==> src/rtl/ripple_count_extender.sv <==
// ripple_count_extender
//   Resamples a free-running ripple counter into clk, accepts a value only
//   after two consecutive samples agree, detects wrap-around and extends
//   the count to EXT_W bits with a sticky overflow flag. A req/ack snapshot
//   port captures the extended count for readout logic.
//
//   Optional feature macro: RIPPLE_EXT_MATCH_EN (adds match_val/match).
//
// Ports
//   clk         system clock, rising edge
//   reset_n     asynchronous reset, ACTIVE-HIGH despite the name
//   cnt_in      raw ripple count, may be mid-ripple
//   clr         synchronous clear of extender state
//   ext_cnt     {hi, lo} extended count
//   upd         one-cycle pulse when ext_cnt changes
//   ovf         sticky, set when hi wraps from all-ones to zero
//   snap_req    snapshot request, level sampled each cycle
//   snap_ack    consumer accepted snap_data
//   snap_valid  snap_data valid, held until acked
//   snap_data   captured ext_cnt
//   match_val   compare value            (RIPPLE_EXT_MATCH_EN only)
//   match       pulse when ext_cnt reaches match_val via upd (RIPPLE_EXT_MATCH_EN only)
//
// State table
//   ST_INIT  | waiting for first agreed sample to seed lo, hi=0
//   ST_TRACK | following the counter, extending on wrap

module ripple_count_extender #(
  parameter int IN_W  = 4,
  parameter int EXT_W = 12
) (
  input  logic             clk,
  input  logic             reset_n,
  input  logic [IN_W-1:0]  cnt_in,
  input  logic             clr,
  output logic [EXT_W-1:0] ext_cnt,
  output logic             upd,
  output logic             ovf,
  input  logic             snap_req,
  input  logic             snap_ack,
  output logic             snap_valid,
  output logic [EXT_W-1:0] snap_data
`ifdef RIPPLE_EXT_MATCH_EN
  ,
  input  logic [EXT_W-1:0] match_val,
  output logic             match
`endif
);

  localparam int HI_W = EXT_W - IN_W;

  typedef enum logic {ST_INIT, ST_TRACK} state_t;

  state_t            state, state_nxt;
  logic [IN_W-1:0]   s1, s2;
  logic              v1, v2;
  logic [IN_W-1:0]   lo, lo_nxt;
  logic [HI_W-1:0]   hi, hi_nxt;
  logic              upd_nxt, ovf_nxt;
  logic              snap_valid_nxt;
  logic [EXT_W-1:0]  snap_data_nxt;
  logic              stable;

  assign ext_cnt = {hi, lo};

  // v1/v2 mark that s1/s2 hold real samples rather than their reset zeros,
  // so the first accepted value after reset is the actual counter value
  // and not a spurious 0 that would later show up as a step.
  assign stable = (s1 == s2) && v2;

  always_ff @(posedge clk or posedge reset_n) begin
    if (reset_n) begin
      s1 <= '0;
      s2 <= '0;
      v1 <= 1'b0;
      v2 <= 1'b0;
    end else begin
      s1 <= cnt_in;
      s2 <= s1;
      v1 <= 1'b1;
      v2 <= v1;
    end
  end

  always_ff @(posedge clk or posedge reset_n) begin
    if (reset_n) begin
      state      <= ST_INIT;
      lo         <= '0;
      hi         <= '0;
      upd        <= 1'b0;
      ovf        <= 1'b0;
      snap_valid <= 1'b0;
      snap_data  <= '0;
    end else begin
      state      <= state_nxt;
      lo         <= lo_nxt;
      hi         <= hi_nxt;
      upd        <= upd_nxt;
      ovf        <= ovf_nxt;
      snap_valid <= snap_valid_nxt;
      snap_data  <= snap_data_nxt;
    end
  end

  always_comb begin
    state_nxt      = state;
    lo_nxt         = lo;
    hi_nxt         = hi;
    upd_nxt        = 1'b0;
    ovf_nxt        = ovf;
    snap_valid_nxt = snap_valid;
    snap_data_nxt  = snap_data;

    if (clr) begin
      state_nxt      = ST_INIT;
      lo_nxt         = '0;
      hi_nxt         = '0;
      ovf_nxt        = 1'b0;
      snap_valid_nxt = 1'b0;
    end else begin
      if (snap_valid && snap_ack) begin
        snap_valid_nxt = 1'b0;
      end
      case (state)
        ST_INIT: begin
          if (stable) begin
            lo_nxt    = s2;
            hi_nxt    = '0;
            state_nxt = ST_TRACK;
          end
        end
        ST_TRACK: begin
          if (stable && (s2 != lo)) begin
            lo_nxt  = s2;
            upd_nxt = 1'b1;
            // a smaller sample can only mean one wrap of the ripple counter
            if (s2 < lo) begin
              hi_nxt = hi + HI_W'(1);
              if (&hi) begin
                ovf_nxt = 1'b1;
              end
            end
          end
          // capture pre-update value; requests during a pending snapshot drop
          if (snap_req && !snap_valid) begin
            snap_valid_nxt = 1'b1;
            snap_data_nxt  = ext_cnt;
          end
        end
        default: state_nxt = ST_INIT;
      endcase
    end
  end

`ifdef RIPPLE_EXT_MATCH_EN
  always_ff @(posedge clk or posedge reset_n) begin
    if (reset_n) begin
      match <= 1'b0;
    end else begin
      match <= upd_nxt && ({hi_nxt, lo_nxt} == match_val);
    end
  end
`endif

endmodule

==> config.mk <==
export PLATFORM = sky130hd
export DESIGN_NAME = ripple_count_extender
export DESIGN_NICKNAME = d
export VERILOG_FILES = /design/src/rtl/ripple_count_extender.sv
export SDC_FILE = /design/constraint.sdc
export NUM_CORES = 1
export LEC_CHECK = 0
export BUFFER_PORTS_ARGS = -buffer_cell sky130_fd_sc_hd__buf_2
export CORE_MARGIN = 2
export CORE_UTILIZATION = 40
export CTS_CLUSTER_SIZE = 30
export DETAILED_ROUTE_END_ITERATION = 12
export GPL_TIMING_DRIVEN = 0
export PLACE_DENSITY_LB_ADDON = 0.25
export SLEW_MARGIN = 20
export SYNTH_ARGS = -nofsm -noshare
export SYNTH_HDL_FRONTEND = slang
export SYNTH_SLANG_ARGS = --single-unit
==> constraint.sdc <==
create_clock -name clk -period 3.4 [get_ports clk]
set_input_delay 0.51 -clock clk [delete_from_list [all_inputs] [get_ports clk]]
set_output_delay 0.51 -clock clk [all_outputs]
set_load 0.01 [all_outputs]
==> impl_metrics.toml <==
[status]
run_status = "finished clean"

[final_layout]
final.fill_count = 355
n_antenna_cell = 0
sequential_cell_area_um2 = 951
drive_gt1_share_pct = 33.9
postLayoutCellArea_mm2 = 0.00203
final_net_count = 200
multi_input_gate_area_in_the_final_layout_um2 = 704
syn2layout_area_growth_pct = 18.3

[timing]
grt_setup_unrepaired = "false"
post-route-min-period_ns = 2.16
post_route_setup_tns_ns = 0
finClkSkew_ns = 0.00340
final_setup_violation_count = 0
maxSlewViolCount = 0
tightest_slew_ns = 0.765
final_min_period_over_clock_period_pct = 63.5
max_freq_ghz = 0.463
worst_slew_margin_relative_to_its_limit_pct = 48.9
hold_viol_final = 0

[floorplanning]
dieArea_mm2 = 0.00482
pin_count = 36
floorplan.rows = 23
die_h_um = 69.4
start_util_pct = 42.2
die-width_um = 69.4
core_area_mm2 = 0.00406

[pwr]
power_per_cell_area_mw_per_mm2 = 408
total_leakage_power_nw = 1.01
clock_power_share_pct = 34.3
total_switching_power_w = 0.000192
p_int_w = 0.000634
power.share.combinational_pct = 8.3
seq_power_share_pct = 57.5
vdd_drop_max_v = 0.000276
switching_share_of_power_pct = 23.3

[setup_path]
crit_type = "reg -> reg"
path_cells = "inv_1 -> ha_1 -> a21oi_1 -> nor2b_1 -> buf_4 -> nand4_1 -> or4_1 -> a31oi_1"
cp-start-kind = "register"
critPathTopFamily = "simple AND/OR/NAND/NOR gates"
required_ns = 3.61
arrival_ns = 2.37
critPathMaxFanout = 8
endpoint_kind = "register"
slowest_stage_cell_crit_path = "or4_1"
worst_path_largest_cell_delay_ns = 0.43
critical_path_buf_inv_count = 2

[placed_design]
dp.final_hpwl_mm = 2.48
placedInstanceArea_mm2 = 0.00195
globalplace.congestion = 0.831
numPortBuffers = 35

[yosys]
post_synthesis_sequential_area_ratio_pct = 55.6
synthTopCellsByArea = "dfrtp_1 56%, mux2_2 7.9%, ha_1 3.7%"
ys_dominant_reg_cell = "dfrtp_1"
yosys.area.top_type_share_pct = 55.6
synth_area_leader_cell = "dfrtp_1"
post_synth_most_frequent_cells = "38 x dfrtp_1, 12 x mux2_2, 8 x nand3_1, 7 x a21oi_1, 6 x inv_1"
postSynth.asyncResetShare_pct = 100
synth.net_count = 158
post_synth_instance_area_mm2 = 0.00171
ys_warn_count = 0
synthesis.instances = 144
synth.ff_latch_count = 38
synthMostInstantiatedCell = "dfrtp_1"
post_syn_area_per_cell_um2 = 11.9
number_of_synthesized_flops_with_an_enable_pin = 0
synthDistinctLibCells = 35

[clock_network]
tritoncts.num_buffers = 5
clock_insertion_delay_worst_skew_ns = 0.29
clockBufferDepth = 2
clock_sink_count = 38
cts.reportedPaths.clkPinSlew_ns = 0.07
clock_tree_from_tritoncts = "yes"
cts_resized = 0
postCtsSetupBuffers = 0
ctsHoldBuffers = 0
htree_levels = 2
clk_root_buf = "clkbuf_8"

[global_routing]
globalRouteOverflowTotal = 0
grt_first_pass_wirelength_mm = 5.85
antenna_violations_before_repair = 0
groute.usage.overall_pct = 15.3
number_of_global_route_vias_before_repair = 1212
grt_max_degree = 39

[run]
maxCapViolations = 0

[route]
remaining_routing_drc_violations = 0
detailroute.via_count = 1267
finalWirelength_mm = 3.42
post_drt_via_cell_ratio = 5.37
dr.first_iter.drc_count = 91
detail_route.wl_per_cell_um = 14.5
ant_nets = 0
detailedRoute.firstPassIterationCount = 4

[hold_path]
holdCritPathClass = "in -> reg"
==> path summary, 6_finish.rpt <==
kind | start | endpoint | slack (ns) | cells past startpoint
worst max-delay path | lo[3] | hi[3] | 1.24 | 8
worst min-delay path | cnt_in[1] | s1[1] | 0.32 | 1
worst max register to register | lo[3] | hi[3] | 1.24 | 8
worst min register to register | v1 | v2 | 0.36 | 0
max in group asynchronous | reset_n | snap_data[2] | 2.55 | 2
min in group asynchronous | reset_n | snap_data[4] | 0.36 | 2
==> registers in the layout, summed over array words and instances (netlist names) <==
| name | cells |
|---|---|
| hi | 8 |
| lo | 4 |
| ovf | 1 |
| s1 | 4 |
| s2 | 4 |
| snap_data | 12 |
| snap_valid | 1 |
| state | 1 |
| upd | 1 |
| v1 | 1 |
| v2 | 1 |
==> through the flow <==
step / util [%] / hold slack, ns / cells / setup slack (ns) / total power, W
after floorplan: - / 0.331 / 144 / 1.43 / 0.000528
after global placement: 48.0 / 0.333 / 229 / 1.29 / 0.000549
after detailed placement: 48.0 / 0.343 / 229 / 1.19 / 0.000553
after CTS: 49.9 / 0.317 / 236 / 1.23 / 0.000835
after global routing: 49.9 / 0.315 / 236 / 1.09 / 0.000863
final: 49.9 / 0.323 / 236 / 1.24 / 0.000826
==> cell usage in the layout (no fill, tap or decap) <==
cell      synthesis  routed
dfrtp_1          38      38
and2_1            2       2
nor3_2            1       1
ha_1              5       5
nand3_2           1       1
mux2_2           12      12
inv_1             6       5
a41o_1            1       1
nand3b_1          1       1
and4_1            2       2
nor3_1            1       1
clkbuf_8          0       5
nor2b_1           4       4
xor2_1            3       3
nor3_4            1       1
mux2i_1           4       4
nand4b_1          2       2
nand2b_1          1       1
conb_1            1       1
xnor2_1           1       1
clkbuf_2          1       1
or2_2             1       1
nand4_1           5       5
nand2_1           4       4
a31oi_1           5       5
a21oi_1           7       7
nor3b_1           2       2
or4_1             5       5
inv_2             0       1
o211ai_2          1       1
o21ai_0           4       4
and3_1            5       5
clkbuf_1          1       3
buf_2             2      37
nand3_1           8       8
nor2_1            4       4
buf_4             2       2
==> metal layers <==
| metal | share of wire (%) | track usage [%] | vias up |
|---|---|---|---|
| met4 | 1.2 | 6.97 | 0 |
| met2 | 48 | 24.1 | 44 |
| li1 | - | - | 609 |
| met5 | 0 | 0 | - |
| met3 | 5.8 | 4.80 | 4 |
| met1 | 45 | 19.2 | 610 |
==> logic make-up (layout without fill, tap and decap cells) <==
group / Yosys count / count (layout) / synth area share (%)
compound gates: 18 / 18 / 6.36
xor+xnor: 4 / 4 / 2.05
fa+ha+maj: 5 / 5 / 3.65
buf+inv: 12 / 54 / 3.29
flops: 38 / 38 / 55.6
mux: 16 / 16 / 10.2
other cells: 1 / 1 / 0.219
simple gates: 50 / 50 / 18.6
==> final cells by class <==
class                   count  share of cell area (%)
clock buffers               7                    3.77
multi-input cells          94                    34.8
plain buffers               6                    1.67
flip-flops and latches     38                    46.9
well taps                  50                    3.09
repair buffers             35                    8.65
inverters                   6                    1.11
==> worst register-to-register path: stages (launching register included) <==
cell and delay [ns]:
dfrtp_1 0.39, inv_1 0.06, ha_1 0.33, a21oi_1 0.26, nor2b_1 0.17, buf_4 0.16
nand4_1 0.11, or4_1 0.43, a31oi_1 0.16
==> power groups by stage <==
stage | sequential [W] | clock [W] | combinational [W]
final | 0.000475 | 0.000283 | 0.0000684
after global routing | 0.000476 | 0.000310 | 0.0000772
after CTS | 0.000475 | 0.000291 | 0.0000699
after detailed placement | 0.000483 | 0 | 0.0000698
after global placement | 0.000482 | 0 | 0.0000673
after floorplan | 0.000485 | 0 | 0.0000428
Note: power is estimated with default switching activity, not from simulation.
